## config.mk

```make
export PLATFORM = sky130hd
export DESIGN_NAME = fetch_unit
export DESIGN_NICKNAME = d
export VERILOG_FILES = /design/src/rtl/fetch_pkg.sv /design/src/rtl/fetch_fifo.sv /design/src/rtl/fetch_unit.sv
export SDC_FILE = /design/constraint.sdc
export NUM_CORES = 1
export LEC_CHECK = 0
export ABC_AREA = 1
export CORE_ASPECT_RATIO = 0.5
export CORE_MARGIN = 2
export CORE_UTILIZATION = 45
export CTS_CLUSTER_DIAMETER = 80
export DETAILED_ROUTE_END_ITERATION = 8
export PLACE_DENSITY = 0.75
export SLEW_MARGIN = 20
export SYNTH_ARGS = -nofsm -noshare
export SYNTH_HDL_FRONTEND = slang
export SYNTH_HIERARCHICAL = 1
export SYNTH_SLANG_ARGS = --single-unit
```

## constraint.sdc

```tcl
create_clock -name clk -period 8.26 [get_ports clk]
set_input_delay 1.652 -clock clk [delete_from_list [all_inputs] [get_ports clk]]
set_output_delay 1.652 -clock clk [all_outputs]
set_load 0.01 [all_outputs]
```

## src/rtl/fetch_pkg.sv

```systemverilog
// fetch_pkg: shared widths, reset PC and the fetch queue entry type.
package fetch_pkg;
    localparam int BITS = 32;
    localparam logic [BITS-1:0] RESET_PC = 32'h0000_0000;
    localparam int INSTR_BYTES = 4;
    localparam int FIFO_DEPTH = 2;
    typedef struct packed {
        logic [BITS-1:0] pc;
        logic [BITS-1:0] instr;
    } fetch_entry_t;
endpackage

```

## src/rtl/fetch_fifo.sv

```systemverilog
// fetch_fifo: 2-entry shift queue of fetched {pc, instr}; head always sits in slot 0.
module fetch_fifo
#(
    parameter type T = fetch_pkg::fetch_entry_t
)(
    input  logic       clk,
    input  logic       flush,
    input  logic       push,
    input  logic       pop,
    input  T           din,
    output T           head,
    output logic [1:0] count
);
    import fetch_pkg::*;
    T mem [FIFO_DEPTH];
    logic do_pop, do_push;
    logic [1:0] slot;
    assign do_pop  = pop && count != 2'd0;
    assign do_push = push && (count != 2'd2 || do_pop);
    assign slot    = count - {1'b0, do_pop};
    assign head    = mem[0];
    always_ff @(posedge clk) begin
        if (flush) begin
            count <= 2'd0;
        end else begin
            count <= count + {1'b0, do_push} - {1'b0, do_pop};
            if (do_pop) mem[0] <= mem[1];
            // slot is where the new entry lands after any shift from the pop
            if (do_push) mem[slot[0]] <= din;
        end
    end
endmodule

```

## src/rtl/fetch_unit.sv

```systemverilog
// fetch_unit: PC generation, 1-cycle memory fetch and a 2-entry decode queue.
// FETCH_PERF_CNT_EN adds saturating fetch_count/stall_count outputs.
module fetch_unit
#(
    parameter int              BITS     = fetch_pkg::BITS,
    parameter logic [BITS-1:0] RESET_PC = fetch_pkg::RESET_PC
)(
    input  logic            clk,
    input  logic            reset,
    output logic [BITS-1:0] pc_addr,
    input  logic [BITS-1:0] mem_instr,
    input  logic            redirect_valid,
    input  logic [BITS-1:0] redirect_pc,
    output logic            out_valid,
    input  logic            out_ready,
    output logic [BITS-1:0] out_instr,
    output logic [BITS-1:0] out_pc
`ifdef FETCH_PERF_CNT_EN
    ,
    output logic [31:0]     fetch_count,
    output logic [31:0]     stall_count
`endif
);
    import fetch_pkg::*;
    typedef struct packed {
        logic [BITS-1:0] pc;
        logic [BITS-1:0] instr;
    } entry_t;
    logic [BITS-1:0] pc, req_pc;
    logic pending, pop, issue, flush;
    logic [1:0] count;
    logic [2:0] occupancy;
    entry_t head, din;
    assign pop       = out_valid && out_ready;
    // slots committed after this edge: queued + in flight - leaving
    assign occupancy = {1'b0, count} + {2'b0, pending} - {2'b0, pop};
    assign issue     = !redirect_valid && occupancy < 3'd2;
    assign flush     = !reset || redirect_valid;
    assign din       = '{pc: req_pc, instr: mem_instr};
    assign pc_addr   = pc;
    assign out_valid = count != 2'd0;
    assign out_instr = head.instr;
    assign out_pc    = head.pc;
    fetch_fifo #(.T(entry_t)) u_fifo (
        .clk   (clk),
        .flush (flush),
        .push  (pending),
        .pop   (pop),
        .din   (din),
        .head  (head),
        .count (count)
    );
    always_ff @(posedge clk) begin
        if (!reset) begin
            pc      <= RESET_PC;
            req_pc  <= RESET_PC;
            pending <= 1'b0;
        end else if (redirect_valid) begin
            pc      <= {redirect_pc[BITS-1:2], 2'b00};
            pending <= 1'b0;
        end else if (issue) begin
            pc      <= pc + BITS'(INSTR_BYTES);
            req_pc  <= pc;
            pending <= 1'b1;
        end else begin
            pending <= 1'b0;
        end
    end
`ifdef FETCH_PERF_CNT_EN
    always_ff @(posedge clk) begin
        if (!reset) begin
            fetch_count <= '0;
            stall_count <= '0;
        end else begin
            if (pop && fetch_count != '1) fetch_count <= fetch_count + 32'd1;
            if (out_valid && !out_ready && stall_count != '1) stall_count <= stall_count + 32'd1;
        end
    end
`endif
endmodule

```

==> results of run 1 <==
[per-stage QoR]
step | hold WS, ps | setup slack, ps | utilization [%] | instances
5_1_grt | 475.1 | 2871 | 57.83 | 1401
3_5_place_dp | 438.8 | 2653 | 54.68 | 1369
6_report | 459.7 | 3148 | 57.83 | 1401
2_1_floorplan | 425.2 | 1891 | - | 979
4_1_cts | 457.1 | 3115 | 57.83 | 1401
3_3_place_gp | 441.7 | 2759 | 54.68 | 1369
[layout by cell type (no fill, tap or decap), drive strengths merged, types with 2 or more instances in the layout]
cell	netlist	routed
and2	2	2
dfxtp	63	63
a31oi	9	9
nand4	7	7
a21oi	19	19
conb	1	6
clkbuf	12	17
nand3b	8	8
o21bai	64	64
nand3	64	64
xor2	4	4
o21ai	40	40
buf	32	8
inv	144	153
clkdlybuf4s50	0	160
nor2	90	90
clkinv	0	6
nand2	278	278
ha	4	4
edfxtp	128	128
[per-layer routing]
metal | part of all wire (%) | vias to the layer above | GRT usage, %
li1 | - | 3428 | -
met1 | 47 | 3240 | 27.20
met2 | 47 | 208 | 32.71
met3 | 5.2 | 19 | 3.224
met4 | 1.1 | 0 | 5.600
met5 | 0 | - | 0
[power by group]
part / internal, mW / switching [mW]
Clock: 0.416 / 0.422
Combinational: 0.0810 / 0.0999
Sequential: 1.05 / 0.0305
Total: 1.54 / 0.552
[worst reg2reg max path: cells and delay by family (launching register included)]
kind	cells	cell delay (ps)
fa+ha+maj	2	730
simple gates	3	830
buf+inv	3	1010
compound gates	3	570
flops	1	520
[layout make-up]
class	instances	area, sq um	share of cell area, %
sequential	191	5105	45.68
inverter	144	540.5	4.837
timing repair buffer	168	1662	14.87
tap	266	332.8	2.978
clock inverter	15	185.2	1.657
multi-input combinational	600	2925	26.18
clock buffer	17	425.4	3.807
[worst paths after layout]
path                                   start                          end  slack (ps)  cells after the start
setup / recovery              redirect_valid  u_fifo/mem[0][21]$_DFFE_PP_        3150                      8
setup reg to reg  u_fifo/count[1]$_SDFF_PP0_     pc_addr[11]$_SDFFE_PN0P_        4530                     11
hold reg to reg      req_pc[24]$_SDFFE_PN0P_  u_fifo/mem[1][56]$_DFFE_PP_         460                      0
hold / removal       req_pc[24]$_SDFFE_PN0P_  u_fifo/mem[1][56]$_DFFE_PP_         460                      0
[state kept, by name, indices dropped and copies added, names as in the netlist]
signal        cells
pc_addr          30
pending           1
req_pc           30
u_fifo/count      2
u_fifo/mem      128
[logic make-up (layout without fill, tap and decap cells)]
kind of cell / count (synthesis) / count (layout) / share of synthesized area, %
buffers and inverters: 188 / 344 / 9.216
flip-flops: 191 / 191 / 58.03
other: 1 / 6 / 0.04263
adder cells (fa/ha/maj): 5 / 5 / 0.7965
AO/OA/AOI/OAI: 134 / 134 / 9.757
XOR/XNOR: 5 / 5 / 0.4978
AND/OR/NAND/NOR: 450 / 450 / 21.66
==> impl_metrics.py, run 1 <==
metrics = {
    "clock_network": {
        "worst_skew_pair.late_latency_ps": 430,
        "ctsHoldBuffers": 0,
        "cts.htree.levels": 4,
        "path_clk_slew_ps": 80,
        "cts_setup_buffers": 0,
        "cts_tree": "done",
        "cts_resized": 0,
        "numCtsBuffers": 17,
        "cts-root-buf": "clkbuf_16",
        "clkSinkCount": 191,
        "cts.path.max_buffers": 2,
    },
    "worst_hold_path": {
        "hold_path_class": "reg -> reg",
    },
    "setup_path": {
        "worst_path_max_delay_cell": "buf_4",
        "path_buf_inv": 5,
        "cp-end-kind": "flop",
        "cp.required_ps": 8310,
        "path_max_fanout": 54,
        "critPathKind": "in -> reg",
        "startpoint_type": "input pin",
        "max_stage_delay_ps": 690,
        "crit_family": "buffers and inverters",
        "path_cells": "clkdlybuf4s50_1, buf_4, inv_1, nand2_1, inv_1, nand3_2, o21ai_4, buf_4",
        "arrival_ps": 5160,
    },
    "logic_synthesis": {
        "synth_top_area_cell": "edfxtp_1",
        "yosys-top-cells-count": "nand2_1, inv_1, edfxtp_1",
        "ys.flop_type": "edfxtp_1",
        "synth-edff-count": 128,
        "synth_seq_area_share_pct": 58.03,
        "async_flop_share_pct": 0,
        "avgSynthCellArea_sq_um": 9.032,
        "synth_top_area_share_pct": 43.69,
        "ys_ff_latch": 191,
        "synth_area_sq_mm": 0.008797,
        "synth_cell_type_count": 33,
        "yosysMostFrequentCell": "nand2_1",
        "synth_area_leaders": "edfxtp_1, dfxtp_1, nand2_1",
        "ys_warn_count": 6,
        "synthCells": 974,
    },
    "sta": {
        "tightest_slew_ps": 822.5,
        "relSlewSlack_pct": 45.09,
        "slew_viol_final": 0,
        "final.period_utilization_pct": 61.88,
        "setup_viol": 0,
        "rsz0062_at_grt": "false",
        "clock.fmax_mhz": 195.6,
        "fin_crit_ps": 5112,
        "skew_ps": 10.51,
        "hold_viol": 0,
        "fin_setup_tns_ps": 0,
    },
    "pwr": {
        "power_density_mw_per_mm2": 187.5,
        "p_leak_nw": 4.470,
        "p_total_mw": 2.096,
        "ir_drop_v": 0.0001146,
    },
    "placed_design": {
        "port_buffers": 160,
        "place_area_sq_mm": 0.01057,
        "hpwl_mm": 14.00,
        "gp_congestion": 0.9094,
    },
    "route": {
        "drc": 0,
        "routedWlPerCell_um": 14.71,
        "viasPerCell": 4.921,
        "drt_pass1_iterations": 5,
        "ant_nets": 0,
        "drt_iter0_markers": 540,
        "vias": 6895,
        "wirelength_mm": 20.61,
    },
    "global_routing": {
        "grt_pass1_vias": 6377,
        "grt_pass1_wl_mm": 32.30,
        "antenna_found_initial": 0,
        "grt_max_degree": 58,
        "grt_overflow": 0,
        "grt_usage_pct": 19.71,
    },
    "die": {
        "die_x_um": 201.7,
        "io-pin-count": 165,
        "dieHeight_um": 102.9,
        "floorplan.die_area_sq_mm": 0.02075,
        "core_area_sq_mm": 0.01932,
        "rows": 36,
        "start_util_pct": 45.53,
    },
    "final_layout": {
        "syn2layout_area_growth_pct": 27.04,
        "fillers": 1640,
        "diodes": 0,
        "fin_area_sq_mm": 0.01118,
        "final_net_count": 1195,
        "drive_gt1_share_pct": 5.815,
    },
    "status": {
        "status": "complete, no violations",
    },
    "job": {
        "maxCapViolCount": 0,
    },
}
No activity file was read; power rests on OpenSTA's default activity.
==> run 2: changes to the inputs <==
- PLACE_DENSITY: 0.75 -> 0.78
- clock period: 8.26 -> 4.12 ns (I/O delays scaled with it)
==> impl_metrics.py, run 2 (same netlist as run 1, synthesis figures left out) <==
metrics = {
    "status": {
        "status": "complete, no violations",
    },
    "setup_path": {
        "startpoint": "out_ready",
        "cp-end-kind": "flop",
        "path_max_fanout": 18,
        "r2r_end": "pc_addr[4]$_SDFFE_PN0P_",
        "cp.required_ps": 4480,
        "critPathKind": "in -> reg",
        "arrival_ps": 3510,
        "cp-endpoint": "pc_addr[4]$_SDFFE_PN0P_",
        "worst_path_max_delay_cell": "clkdlybuf4s50_1",
        "path_cells": "clkdlybuf4s50_1, o21a_1, ha_1, inv_1, nand2_1, fa_1, inv_1, a21oi_4, nand2_2, nand2_1, inv_2, nand2_1, a31oi_1",
        "crit_top_cell": "nand2_1",
        "r2r_start": "u_fifo/count[1]$_SDFF_PP0_",
        "max_stage_delay_ps": 470,
        "startpoint_type": "input pin",
        "worstRegToRegCells": 12,
        "r2r_slack_ps": 1230,
    },
    "pwr": {
        "p_total_mw": 4.198,
        "power_density_mw_per_mm2": 373.5,
        "ir_drop_v": 0.0002227,
        "p_comb_share_pct": 8.9,
        "p_leak_nw": 4.499,
        "p_sw_share_pct": 25.18,
        "seqPwrFrac_pct": 51.5,
        "p_sw_mw": 1.057,
        "p_clk_share_pct": 39.6,
        "p_int_mw": 3.141,
    },
    "placed_design": {
        "hpwl_mm": 14.20,
        "place_area_sq_mm": 0.01061,
        "gp_congestion": 0.8797,
        "port_buffers": 160,
        "dpl_worst_slack_ps": 524.8,
        "dp_cells": 1372,
    },
    "clock_network": {
        "ctsHoldBuffers": 0,
        "cts.htree.levels": 4,
        "cts.path.max_buffers": 2,
        "cts-root-buf": "clkbuf_16",
        "clkSinkCount": 191,
        "cts_setup_buffers": 0,
        "cts_tree": "done",
        "cts_resized": 0,
        "numCtsBuffers": 17,
        "worst_skew_pair.late_latency_ps": 440,
        "path_clk_slew_ps": 80,
    },
    "sta": {
        "fin_crit_ps": 3150,
        "hold_viol": 0,
        "fin_ws_ps": 970.0,
        "clock.fmax_mhz": 317.5,
        "skew_ps": 12.38,
        "relSlewSlack_pct": 46.92,
        "setup_viol": 0,
        "whs_ps": 466.6,
        "fin_setup_tns_ps": 0,
        "tightest_slew_ps": 796.3,
        "slew_viol_final": 0,
        "rsz0062_at_grt": "false",
        "final.period_utilization_pct": 76.46,
    },
    "route": {
        "drt_iter0_markers": 533,
        "drc": 0,
        "viasPerCell": 4.888,
        "drt_pass1_iterations": 5,
        "wirelength_mm": 20.86,
        "wl_met2_mm": 9.757,
        "routedWlPerCell_um": 14.84,
        "vias": 6868,
        "wl_met3_mm": 1.090,
        "ant_nets": 0,
        "top_layer_used": "met4",
        "drt-met1-wl_mm": 9.693,
    },
    "final_layout": {
        "final_cells": 1405,
        "fin_util_pct": 58.17,
        "largest-register": "u_fifo/mem",
        "largest_register_ffs": 128,
        "syn2layout_area_growth_pct": 27.76,
        "drive_gt1_share_pct": 6.058,
        "final_cell_mix": "nand2_1, clkdlybuf4s50_1, inv_1",
        "final_net_count": 1199,
        "fin_area_sq_mm": 0.01124,
        "layout_commonest_cell": "nand2_1",
        "diodes": 0,
    },
    "worst_hold_path": {
        "worstHoldPathCells": 0,
        "hold_path_class": "reg -> reg",
    },
    "job": {
        "maxCapViolCount": 0,
    },
    "global_routing": {
        "antenna_found_initial": 0,
        "grt_max_degree": 67,
        "grt_pass1_wl_mm": 33.62,
        "grt_overflow": 0,
        "grt_pass1_vias": 6622,
        "grt_usage_pct": 20.67,
    },
    "die": {
        "start_util_pct": 45.53,
        "die_x_um": 201.7,
        "core_area_sq_mm": 0.01932,
        "rows": 36,
        "floorplan.die_area_sq_mm": 0.02075,
        "io-pin-count": 165,
        "dieHeight_um": 102.9,
    },
}
[run 2: cell type report]
| class | count | area, sq um |
|---|---|---|
| clock inverters | 14 | 170.2 |
| fillers | 1665 | 8084 |
| flip-flops and latches | 191 | 5105 |
| clock buffers | 18 | 429.2 |
| inverters | 144 | 540.5 |
| repair buffers | 172 | 1737 |
| multi-input cells | 600 | 2925 |
| well taps | 266 | 332.8 |
[run 2: layer usage]
layer / up-vias / track usage (%)
met1: 3206 / 27.78
li1: 3437 / -
met2: 200 / 33.87
met4: 0 / 7.975
met5: - / 0
met3: 25 / 3.887
[run 2: worst min path at each step]
| stage | end | start | slack, ps |
|---|---|---|---|
| final | u_fifo/mem[1][46]$_DFFE_PP_ | req_pc[14]$_SDFFE_PN0P_ | 470 |
| after global placement | u_fifo/mem[1][46]$_DFFE_PP_ | req_pc[14]$_SDFFE_PN0P_ | 440 |
| after global routing | u_fifo/mem[1][57]$_DFFE_PP_ | req_pc[25]$_SDFFE_PN0P_ | 480 |
| after floorplan | u_fifo/mem[1][34]$_DFFE_PP_ | req_pc[2]$_SDFFE_PN0P_ | 430 |
| after CTS | u_fifo/mem[1][56]$_DFFE_PP_ | req_pc[24]$_SDFFE_PN0P_ | 470 |
| after detailed placement | u_fifo/mem[1][52]$_DFFE_PP_ | req_pc[20]$_SDFFE_PN0P_ | 440 |
[run 2: critical path, delay by kind of cell]
| family | cells | cell delay [ps] |
|---|---|---|
| fa+ha+maj | 2 | 660 |
| compound gates | 3 | 410 |
| buf+inv | 4 | 860 |
| simple gates | 4 | 720 |
[run 2: power by group through the flow]
stage / registers, mW / clock network [mW] / logic, mW
6_report: 2.16 / 1.66 / 0.374
5_1_grt: 2.17 / 1.78 / 0.414
4_1_cts: 2.16 / 1.69 / 0.372
3_5_place_dp: 2.20 / 0 / 0.370
3_3_place_gp: 2.20 / 0 / 0.361
2_1_floorplan: 2.20 / 0 / 0.185
==> run 3: changes to the inputs <==
- clock period: 4.12 -> 2.8 ns (I/O delays scaled with it)
==> impl_metrics.py, run 3 (same netlist as run 1, synthesis figures left out) <==
metrics = {
    "setup_path": {
        "critPathKind": "in -> reg",
        "crit_top_cell": "inv_1",
        "path_cells": "clkdlybuf4s50_1, o21a_1, ha_1, inv_1, nand2_1, fa_1, inv_1, a21oi_4, nand3_2, buf_12, nor2_1, nand3_1, nand3_1, nand2_1, inv_1",
        "path_buf_inv": 5,
        "arrival_ps": 3030,
        "crit_family": "buffers and inverters",
        "worst_path_max_delay_cell": "fa_1",
        "startpoint_type": "input pin",
        "cp.required_ps": 3180,
        "max_stage_delay_ps": 500,
        "cp-end-kind": "flop",
        "path_max_fanout": 29,
    },
    "final_layout": {
        "fin_util_pct": 59.38,
        "diodes": 0,
        "largest_register_ffs": 128,
        "multiInputGateArea_sq_mm": 0.002943,
        "largest-register": "u_fifo/mem",
        "regArea_sq_mm": 0.005105,
        "final_net_count": 1223,
        "layout_commonest_cell": "nand2_1",
        "drive_gt1_share_pct": 8.340,
        "fillers": 1626,
        "syn2layout_area_growth_pct": 30.44,
        "final_cell_mix": "nand2_1, clkdlybuf4s50_1, inv_1",
    },
    "worst_hold_path": {
        "hold_path_class": "reg -> reg",
    },
    "global_routing": {
        "grt_max_degree": 65,
        "grt_pass1_vias": 6566,
        "grt_usage_pct": 20.43,
        "grt_pass1_wl_mm": 33.14,
        "antenna_found_initial": 0,
        "grt_overflow": 0,
    },
    "pwr": {
        "ir_drop_v": 0.0003385,
        "p_leak_nw": 4.624,
        "p_total_mw": 6.234,
        "power_density_mw_per_mm2": 543.3,
    },
    "status": {
        "status": "complete, no violations",
    },
    "placed_design": {
        "port_buffers": 160,
        "gp_congestion": 0.8788,
        "hpwl_mm": 14.12,
    },
    "route": {
        "viasPerCell": 4.880,
        "drt_iter0_markers": 510,
        "routedWlPerCell_um": 14.57,
        "ant_nets": 0,
        "vias": 6974,
        "drc": 0,
        "wirelength_mm": 20.83,
        "drt_pass1_iterations": 5,
    },
    "clock_network": {
        "cts-root-buf": "clkbuf_16",
        "numCtsBuffers": 17,
        "path_clk_slew_ps": 80,
        "worst_skew_pair.late_latency_ps": 430,
        "ctsHoldBuffers": 0,
        "clkSinkCount": 191,
        "cts_tree": "done",
        "cts.htree.levels": 4,
        "cts.path.max_buffers": 2,
    },
    "sta": {
        "setup_viol": 0,
        "final.period_utilization_pct": 94.64,
        "slew_viol_final": 0,
        "skew_ps": 9.304,
        "rsz0062_at_grt": "false",
        "hold_viol": 0,
        "clock.fmax_mhz": 377.4,
        "fin_crit_ps": 2650,
    },
    "die": {
        "start_util_pct": 45.53,
        "floorplan.die_area_sq_mm": 0.02075,
        "die_x_um": 201.7,
        "rows": 36,
        "io-pin-count": 165,
        "core_area_sq_mm": 0.01932,
        "dieHeight_um": 102.9,
    },
    "job": {
        "maxCapViolCount": 0,
    },
}
## run 3: cell types whose count changed in the layout (fill, tap and decap cells not counted), moves of 2 or more
cell	delta
inv_1	-2
clkinv_8	-2
inv_8	+2
buf_12	+4
buf_4	+21
## run 3: what timing repair did
action / 4_1_cts / 5_1_grt
endpoints found under the setup margin: 0 / 1
gates resized for setup: 0 / 1
buffers inserted: 0 / 0
endpoints found under the hold margin: 0 / 0
## run 3: through the flow
stage	std cells	hold WS (ps)	setup slack [ps]	setup TNS (ps)	cell area (sq um)
after floorplan	979	425.2	6.763	0	8905
after global placement	1397	442.9	-244.3	-9879	10880
after detailed placement	1397	440.6	-309.6	-12930	10880
after CTS	1429	461.3	141.8	0	11470
after global routing	1429	473.7	10.32	0	11470
final	1429	457.5	150.1	0	11470
## run 3: cell type report
class,count,area share (%)
Inverter,144,4.841
Tap cell,266,2.900
Multi-Input combinational cell,600,25.65
Clock buffer,18,3.740
Clock inverter,14,1.418
Timing Repair Buffer,196,16.97
Sequential cell,191,44.49
## run 3: path summary, 6_finish.rpt
path	start	to	slack, ps	cells after the start
setup / recovery	out_ready	pc_addr[27]$_SDFFE_PN0P_	150	15
hold / removal	req_pc[26]$_SDFFE_PN0P_	u_fifo/mem[1][58]$_DFFE_PP_	460	0
setup reg to reg	u_fifo/count[0]$_SDFF_PP0_	pc_addr[27]$_SDFFE_PN0P_	250	14
hold reg to reg	req_pc[26]$_SDFFE_PN0P_	u_fifo/mem[1][58]$_DFFE_PP_	460	0
## run 3: metal layers
layer  vias up  global-route usage (%)  part of all wire [%]
met4         0                   6.278                  0.93
met5         -                       0                     0
met3        18                   4.488                   4.9
met1      3274                   27.14                    47
met2       194                   34.11                    47
li1       3488                       -                     -
## run 3: power by group
part / total (mW) / internal (mW) / leakage, nW / switching (mW)
clock network: 2.44 / 1.28 / 0.289 / 1.16
registers: 3.18 / 3.09 / 1.67 / 0.0918
logic: 0.609 / 0.296 / 2.66 / 0.313
total: 6.23 / 4.67 / 4.62 / 1.57
